File: src/rtl/muldiv_sequencer.sv
// Iterative HI/LO unit for the MIPS EX stage: MULT/MULTU/DIV/DIVU over WIDTH+1
// cycles, MFHI/MFLO reads, MTHI/MTLO writes, and a stall for HI/LO hazards.
module muldiv_sequencer #(
  parameter int WIDTH = 32
) (
  input  logic             clk,
  input  logic             reset,
  input  logic             op_valid,
  input  logic [5:0]       funct,
  input  logic [WIDTH-1:0] rs_data,
  input  logic [WIDTH-1:0] rt_data,
  output logic             stall,
  output logic             busy,
  output logic             done,
  output logic [WIDTH-1:0] hi,
  output logic [WIDTH-1:0] lo,
  output logic [WIDTH-1:0] mf_data
);

  localparam int CW = $clog2(WIDTH) + 1;
  localparam logic [CW-1:0] LAST_ITER = CW'(WIDTH - 1);

  localparam logic [5:0] F_MFHI = 6'b010000;
  localparam logic [5:0] F_MTHI = 6'b010001;
  localparam logic [5:0] F_MFLO = 6'b010010;
  localparam logic [5:0] F_MTLO = 6'b010011;

  typedef enum logic [1:0] {
    S_IDLE,
    S_RUN,
    S_FIX
  } state_e;

  state_e            state_q, state_d;
  logic [CW-1:0]     cnt_q, cnt_d;
  logic              busy_q, busy_d;
  logic              done_q, done_d;
  logic [WIDTH-1:0]  hi_q, hi_d;
  logic [WIDTH-1:0]  lo_q, lo_d;

  // Datapath: acc holds product (mul) or dividend/quotient in its low half (div).
  logic [2*WIDTH-1:0] acc_q, acc_d;
  logic [WIDTH-1:0]   rem_q, rem_d;
  logic [WIDTH-1:0]   opnd_q, opnd_d;
  logic               is_div_q, is_div_d;
  logic               neg_q, neg_d;
  logic               rneg_q, rneg_d;
  logic               dz_q, dz_d;

  // Decode
  logic             is_muldiv, is_move, in_group, accept;
  logic             op_signed, a_neg, b_neg;
  logic [WIDTH-1:0] a_mag, b_mag;

  // Iteration and correction terms
  logic [WIDTH:0]     mul_sum;
  logic [WIDTH:0]     div_shift, div_diff;
  logic [2*WIDTH-1:0] prod_fix;
  logic [WIDTH-1:0]   quo_fix, rem_fix;

  always_comb begin
    is_muldiv = (funct[5:2] == 4'b0110);
    is_move   = (funct[5:2] == 4'b0100);
    in_group  = is_muldiv | is_move;
    accept    = op_valid & in_group & ~busy_q;
    stall     = op_valid & in_group & busy_q;

    op_signed = ~funct[0];
    a_neg     = op_signed & rs_data[WIDTH-1];
    b_neg     = op_signed & rt_data[WIDTH-1];
    a_mag     = a_neg ? -rs_data : rs_data;
    b_mag     = b_neg ? -rt_data : rt_data;

    mf_data = '0;
    if (op_valid && funct == F_MFHI) mf_data = hi_q;
    if (op_valid && funct == F_MFLO) mf_data = lo_q;
  end

  always_comb begin
    mul_sum   = {1'b0, acc_q[2*WIDTH-1:WIDTH]} + {1'b0, (acc_q[0] ? opnd_q : '0)};
    // The partial remainder is WIDTH+1 bits only transiently; after the
    // restore step it is always below the divisor and fits in WIDTH bits.
    div_shift = {rem_q, acc_q[WIDTH-1]};
    div_diff  = div_shift - {1'b0, opnd_q};
    prod_fix  = neg_q  ? -acc_q : acc_q;
    quo_fix   = neg_q  ? -acc_q[WIDTH-1:0] : acc_q[WIDTH-1:0];
    rem_fix   = rneg_q ? -rem_q : rem_q;
  end

  // NOTE: every signal assigned here gets a default first, so no path can
  // leave one unassigned and infer a latch.
  always_comb begin
    state_d  = state_q;
    cnt_d    = cnt_q;
    done_d   = 1'b0;
    hi_d     = hi_q;
    lo_d     = lo_q;
    acc_d    = acc_q;
    rem_d    = rem_q;
    opnd_d   = opnd_q;
    is_div_d = is_div_q;
    neg_d    = neg_q;
    rneg_d   = rneg_q;
    dz_d     = dz_q;

    unique case (state_q)
      S_IDLE: begin
        if (accept) begin
          if (is_muldiv) begin
            state_d  = S_RUN;
            cnt_d    = '0;
            is_div_d = funct[1];
            neg_d    = a_neg ^ b_neg;
            rneg_d   = a_neg;
            dz_d     = funct[1] & (rt_data == '0);
            rem_d    = '0;
            if (funct[1]) begin
              acc_d  = {{WIDTH{1'b0}}, a_mag};
              opnd_d = b_mag;
            end else begin
              acc_d  = {{WIDTH{1'b0}}, b_mag};
              opnd_d = a_mag;
            end
          end else if (funct == F_MTHI) begin
            hi_d = rs_data;
          end else if (funct == F_MTLO) begin
            lo_d = rs_data;
          end
        end
      end
      S_RUN: begin
        if (is_div_q) begin
          acc_d[WIDTH-1:0] = {acc_q[WIDTH-2:0], ~div_diff[WIDTH]};
          rem_d            = div_diff[WIDTH] ? div_shift[WIDTH-1:0] : div_diff[WIDTH-1:0];
        end else begin
          acc_d = {mul_sum, acc_q[WIDTH-1:1]};
        end
        cnt_d = cnt_q + CW'(1);
        if (cnt_q == LAST_ITER) state_d = S_FIX;
      end
      S_FIX: begin
        if (is_div_q) begin
          hi_d = rem_fix;
          lo_d = dz_q ? '1 : quo_fix;
        end else begin
          hi_d = prod_fix[2*WIDTH-1:WIDTH];
          lo_d = prod_fix[WIDTH-1:0];
        end
        done_d  = 1'b1;
        state_d = S_IDLE;
      end
      default: state_d = S_IDLE;
    endcase

    busy_d = (state_d != S_IDLE);
  end

  always_ff @(posedge clk) begin
    if (reset) begin
      state_q <= S_IDLE;
      cnt_q   <= '0;
      busy_q  <= 1'b0;
      done_q  <= 1'b0;
      hi_q    <= '0;
      lo_q    <= '0;
    end else begin
      state_q <= state_d;
      cnt_q   <= cnt_d;
      busy_q  <= busy_d;
      done_q  <= done_d;
      hi_q    <= hi_d;
      lo_q    <= lo_d;
    end
  end

  // NOTE: datapath registers are left without reset; they are always loaded
  // at accept before being read, so a reset would only cost routing.
  always_ff @(posedge clk) begin
    acc_q    <= acc_d;
    rem_q    <= rem_d;
    opnd_q   <= opnd_d;
    is_div_q <= is_div_d;
    neg_q    <= neg_d;
    rneg_q   <= rneg_d;
    dz_q     <= dz_d;
  end

  assign busy = busy_q;
  assign done = done_q;
  assign hi   = hi_q;
  assign lo   = lo_q;

endmodule

File: config.mk
export PLATFORM = sky130hd
export DESIGN_NAME = muldiv_sequencer
export DESIGN_NICKNAME = d
export VERILOG_FILES = /design/src/rtl/muldiv_sequencer.sv
export SDC_FILE = /design/constraint.sdc
export NUM_CORES = 1
export LEC_CHECK = 0
export BUFFER_PORTS_ARGS = -buffer_cell sky130_fd_sc_hd__buf_2
export CORE_MARGIN = 1
export CORE_UTILIZATION = 47
export DETAILED_ROUTE_END_ITERATION = 7
export PLACE_DENSITY = 0.77
export SLEW_MARGIN = 20
export SYNTH_ARGS = -nofsm -noshare
export SYNTH_HDL_FRONTEND = slang
export SYNTH_SLANG_ARGS = --single-unit
File: constraint.sdc
create_clock -name clk -period 3.7 [get_ports clk]
set_input_delay 0.555 -clock clk [delete_from_list [all_inputs] [get_ports clk]]
set_output_delay 0.555 -clock clk [all_outputs]
set_load 0.02 [all_outputs]
Yosys cells after proc, flatten, opt, wreduce, memory -nomap -nowiden
Cells that the tools add are included.
{"block": "totals", "out_inout_bits": 99, "regBits": 206, "inputBits": 73, "wordCells": 103}
{"block": "op_classes", "n_addsub": 8, "eq_ne": 17, "n_mux": 40, "bitwise_logic": 11, "reduce_logical": 13}
{"operator": "$mux 32", "count": 25}
{"operator": "$mux 64", "count": 3}
{"operator": "$pmux 32 s2", "count": 3}
{"operator": "$neg 32->32", "count": 4}
{"operator": "$pmux 64 s2", "count": 1}
{"operator": "$neg 64->64", "count": 1}
{"operator": "$add 32x32->33", "count": 1}
{"operator": "$sub 33x32->33", "count": 1}
{"operator": "$logic_not 32->1", "count": 1}
{"operator": "$eq 6x5->1 const B", "count": 5}
{"operator": "$ne 2x2->1 const B", "count": 8}
{"operator": "$mux 6", "count": 2}
{"operator": "$pmux 6 s2", "count": 1}
{"operator": "$reduce_and 4->1", "count": 3}
{"operator": "$eq 4x3->1 const B", "count": 2}
{"operator": "$add 6x1->6 const B", "count": 1}
{"operator": "$and 1x1->1", "count": 6}
{"operator": "$mux 2", "count": 3}
{"operator": "$reduce_and 3->1", "count": 2}
{"operator": "$reduce_bool 2->1", "count": 3}
{"operator": "$reduce_and 5->1", "count": 1}
{"operator": "$pmux 2 s2", "count": 1}
{"operator": "$not 1->1", "count": 3}
{"operator": "$eq 2x1->1 const B", "count": 1}
{"operator": "other kinds (6)", "count": 7}

Longest topological paths before layout
{"block": "depth", "depth_word": 7, "ltp_mapped": 14}

Worst setup path before layout
No wires, ideal clock.
{"block": "synth_timing", "path_kind": "register to register", "startpoint": "register acc_q[31]", "endpoint": "register rem_q[7] (data pin)", "setup_time_ns": 0.272, "slack_ns": 0.418, "t_arrival_ns": 3.011, "t_required_ns": 3.428, "path_stages_with_launch": 14, "path_cell_list": "edfxtp_1 -> inv_1 -> ha_1 -> fa_1 -> nand2b_1 -> a21oi_1 -> o311ai_0 -> o211ai_1 -> o311ai_1 -> a32oi_1 -> xor2_1 -> clkbuf_1 -> buf_2 -> a211oi_1"}
{"block": "synth_via", "elab_chain_len": 4}
{"item": "start, declared", "line": "42", "rtl": "logic [2*WIDTH-1:0] acc_q, acc_d;"}
{"item": "start signal, assigned", "line": "179", "rtl": "acc_q <= acc_d;"}
{"item": "$sub 33x32->33", "line": "84", "rtl": "div_diff = div_shift - {1'b0, opnd_q};"}
{"item": "$mux 32", "line": "134", "rtl": "rem_d = div_diff[WIDTH] ? div_shift[WIDTH-1:0] : div_diff[WIDTH-1:0];"}
{"item": "$mux 32", "line": "132", "rtl": "if (is_div_q) begin"}
{"item": "$pmux 32 s2", "line": "106", "rtl": "unique case (state_q)"}
{"item": "end signal, assigned", "line": "180", "rtl": "rem_q <= rem_d;"}
{"item": "end, declared", "line": "43", "rtl": "logic [WIDTH-1:0] rem_q, rem_d;"}
No other way between the ends. The select of a mux whose other input is x is not followed.
A chain may end at the register's enable or synchronous reset.

Worst setup path after layout
{"block": "layout_timing", "startpoint": "register acc_q[18]", "endpoint": "register hi_q[27] (netlist: hi[27])"}
{"block": "layout_via", "elab_chain_len": 4}
{"item": "$neg 64->64", "line": "85", "rtl": "prod_fix = neg_q ? -acc_q : acc_q;"}
{"item": "$mux 64", "line": "85"}
{"item": "$mux 32", "line": "142", "rtl": "if (is_div_q) begin"}
{"item": "$pmux 32 s2", "line": "106"}
{"item": "end signal, assigned", "line": "171", "rtl": "hi_q <= hi_d;"}
{"item": "end, declared", "line": "38", "rtl": "logic [WIDTH-1:0] hi_q, hi_d;"}
No other way between the ends.

==> flow_summary_export.csv <==
group,metric,value,unit
grt,grt_first_pass_wirelength,87.49,mm
yosys,synth-main-ff-cell,"edfxtp_1",
grt,grt_start_max_net_pins,93,
worst_setup_path,timing_worst_setup_path_type,"reg -> reg",
sta,min_period,3603,ps
sta,slew_hr,36.13,%
clock_tree,cts-resized-gates,0,
final_layout,postLayoutCoreUtil,56.00,%
routing,num_vias,16541,
routing,drt_first_iter_violations,2253,
routing,routed_wirelength,57.82,mm
worst_setup_path,critPathRequiredTime,4170,ps
routing,post-route-drc-count,0,
final_layout,finalNonFillerCells,2635,
grt,antenna_found_initial,2,
routing,wire_per_inst,21.94,µm
sta,max_clock_freq,277.6,MHz
yosys,fraction_of_synthesis_flops_using_an_asynchronous_set_or_reset_pin,0,%
run_status,result_of_the_run,"finished clean",
clock_tree,tritoncts_clock_tree,"yes",
sta,drv_slew,0,
clock_tree,cts_htree_levels,1,
worst_setup_path,critical_path_arrival,4070,ps
floorplan,dieWidth,189.0,µm
clock_tree,numCtsBuffers,26,
yosys,post_synth_main_area_contributors,"edfxtp_1, dfxtp_1, xnor2_1",
yosys,synth_top_cell_area_share,24.11,%
final_layout,drive_gt1_share,16.44,%
clock_tree,cts_hold_buf,0,
worst_setup_path,slowest_delay,600,ps
yosys,warnings_from_yosys,0,
power_and_ir_drop,p_leak,0.007733,µW
job,max_cap_violations,0,
clock_tree,clock_insertion_delay_worst_skew,560,ps
grt,global_route.peak_usage_layer,"met2",
grt,global_route.usage.met1,43.32,%
worst_setup_path,end_kind,"register",
sta,setup_total_negative_slack,0,ps
floorplan,fp.coreArea,34460,µm²
power_and_ir_drop,vdd_drop_max,0.3035,mV
sta,timing.hold.ws,355.5,ps
sta,hold_violations,0,
worst_setup_path,critPathMaxFanout,6,
placed_design,hpwlAfterDp,43.67,mm
floorplan,die-area,35730,µm²
placed_design,port_buffers,171,
clock_tree,tritoncts_num_sinks,206,
yosys,count_of_different_cell_masters_after_synthesis,71,
yosys,post_synth.cell_area_avg,8.332,µm²
floorplan,std_cell_rows,68,
clock_tree,cts.root.buffer_cell,"clkbuf_16",
floorplan,die_height,189.0,µm
final_layout,post-route-cell-area,19300,µm²
placed_design,gpl.final_weighted_congestion,1.001,
grt,grt_overflow,0,
min_path,min_path_type,"in -> reg",
placed_design,dpl.cell_count,2584,
power_and_ir_drop,power_density,319.6,nW/µm²
yosys,ys_seq_elements,206,
clock_tree,path_clk_slew,60,ps
yosys,post-synth-top-area-cell,"edfxtp_1",
final_layout,finalNetCount,2301,
yosys,syn-instance-count,1973,
clock_tree,cts_setup_buffers,0,
sta,tightestPinTransition,955.8,ps
worst_setup_path,timing.critical_path.max_delay_family,"simple AND/OR/NAND/NOR gates",
yosys,synth_edf_count,132,
routing,drtPass1Iterations,8,
grt,globalRouteMet3Util,4.986,%
grt,groute.usage.overall,31.52,%
worst_setup_path,crit_buf_inv,1,
worst_setup_path,setup.worst_path.start_class,"register",
sta,fin_crit_sh,97.38,%
routing,ant_nets,0,
yosys,synth_fp_nets,2117,
placed_design,dpl-instance-area,18280,µm²
grt,vias_in_the_first_global_route,15073,
final_layout,areaGrowthSynthToFinish,17.38,%
yosys,part_of_the_yosys_area_used_for_sequential_elements,33.13,%
routing,vias_per_cell,6.277,
floorplan,ios,172,
yosys,netlist_area_before_placement,16440,µm²
sta,finClkSkew,19.17,ps
worst_setup_path,critical_path.cell_chain,"or4_1 > nor4_1 > buf_4 > and4bb_2 > nand4_4 > or3_4 > o31ai_4 > xnor2_1 > o211ai_1 > a311oi_1",
sta,setup-violations-final,0,
worst_setup_path,timing.critical_path.slowest_stage_cell,"or4_1",
floorplan,initial_core_util,47.71,%
grt,global_route.usage.met2,47.27,%
clock_tree,clockBufferDepth,3,
flip-flops by register name, indices dropped and copies added (netlist names):
register and cells:
busy 1, done 1, lo 32, opnd_q 32, dz_q 1, cnt_q 6
hi 32, state_q 2, rem_q 32, is_div_q 1, acc_q 64, neg_q 1
rneg_q 1
stage by stage:
step	setup WS [ps]	power, µW
after floorplan	417.6	3077
after CTS	49.67	6144
after global placement	167.5	3372
after detailed placement	130.0	3387
after global routing	-12.46	6324
final	97.06	6167
worst paths after layout:
path,start,endpoint,slack [ps],cells past startpoint
setup / recovery,acc_q[18]$_DFFE_PP_,hi[27]$_SDFFE_PP0P_,100,10
hold / removal,rs_data[12],hi[12]$_SDFFE_PP0P_,360,3
setup reg to reg,acc_q[18]$_DFFE_PP_,hi[27]$_SDFFE_PP0P_,100,10
hold reg to reg,lo[14]$_SDFFE_PP0P_,lo[14]$_SDFFE_PP0P_,470,2
where the power goes:
group	internal [µW]	switching [µW]
Sequential	2490	42.8
Combinational	303	532
Clock	1680	1110
Total	4480	1690
kinds of logic (layout without fill, tap and decap cells):
group	after synthesis	after routing	share of synthesized area, %
buf+inv	189	393	4.331
flops	206	206	33.13
xor+xnor	187	187	9.963
simple gates	651	651	18.54
other cells	0	3	0
mux	89	89	5.419
fa+ha+maj	71	71	5.496
compound gates	580	580	23.12
synthesized netlist by cell type, types with 43 or more instances:
library cell and count:
a21oi_1 181, clkbuf_1 96, dfxtp_1 74, edfxtp_1 132, ha_1 69, inv_1 75
mux2i_1 89, nand2_1 170, nor2_1 240, nor3_1 47, o21ai_0 101, o31ai_1 43
xnor2_1 111, xor2_1 76
routing by layer:
layer	wire, µm	vias to the layer above
li1	-	7641
met1	23590	7763
met2	24720	945
met3	6063	192
met4	3449	0
met5	0	-
placed cells by master, fill, tap and decap left out, types with 6 or more instances in the layout:
master,count
ha_1,69
nand2_1,170
nor2_1,237
and3_1,12
a21oi_1,179
nand4_1,9
o21bai_1,6
or2_2,11
and2_1,13
a211oi_1,31
nand3_1,38
nand2b_1,19
o41ai_1,19
o221ai_1,32
or3_1,31
buf_2,170
o31ai_1,42
nor3_1,47
o21ai_0,101
nor2b_1,12
xnor2_1,110
a21o_1,29
o211ai_1,42
buf_4,95
edfxtp_1,132
mux2i_1,89
a22oi_1,6
or4_1,9
a311oi_1,13
o21a_1,19
a31oi_1,12
inv_1,74
nor4_1,12
xor2_1,75
clkbuf_16,29
dfxtp_1,74
tightest hold or removal path, delay by kind of cell:
kind / cells / cell delay, ps
and+or+nand+nor: 1 / 70
AOI/OAI and AO/OA: 1 / 70
buffers and inverters: 1 / 160
layout make-up:
class | count | area [µm²]
tap | 455 | 569.3
antenna | 3 | 7.507
sequential | 206 | 5445
clock inverter | 17 | 201.4
timing repair buffer | 270 | 1655
multi-input combinational | 1578 | 10380
clock buffer | 31 | 753.2
fill | 3135 | 15160
inverter | 75 | 281.5
No activity file was read; power rests on OpenSTA's default activity.
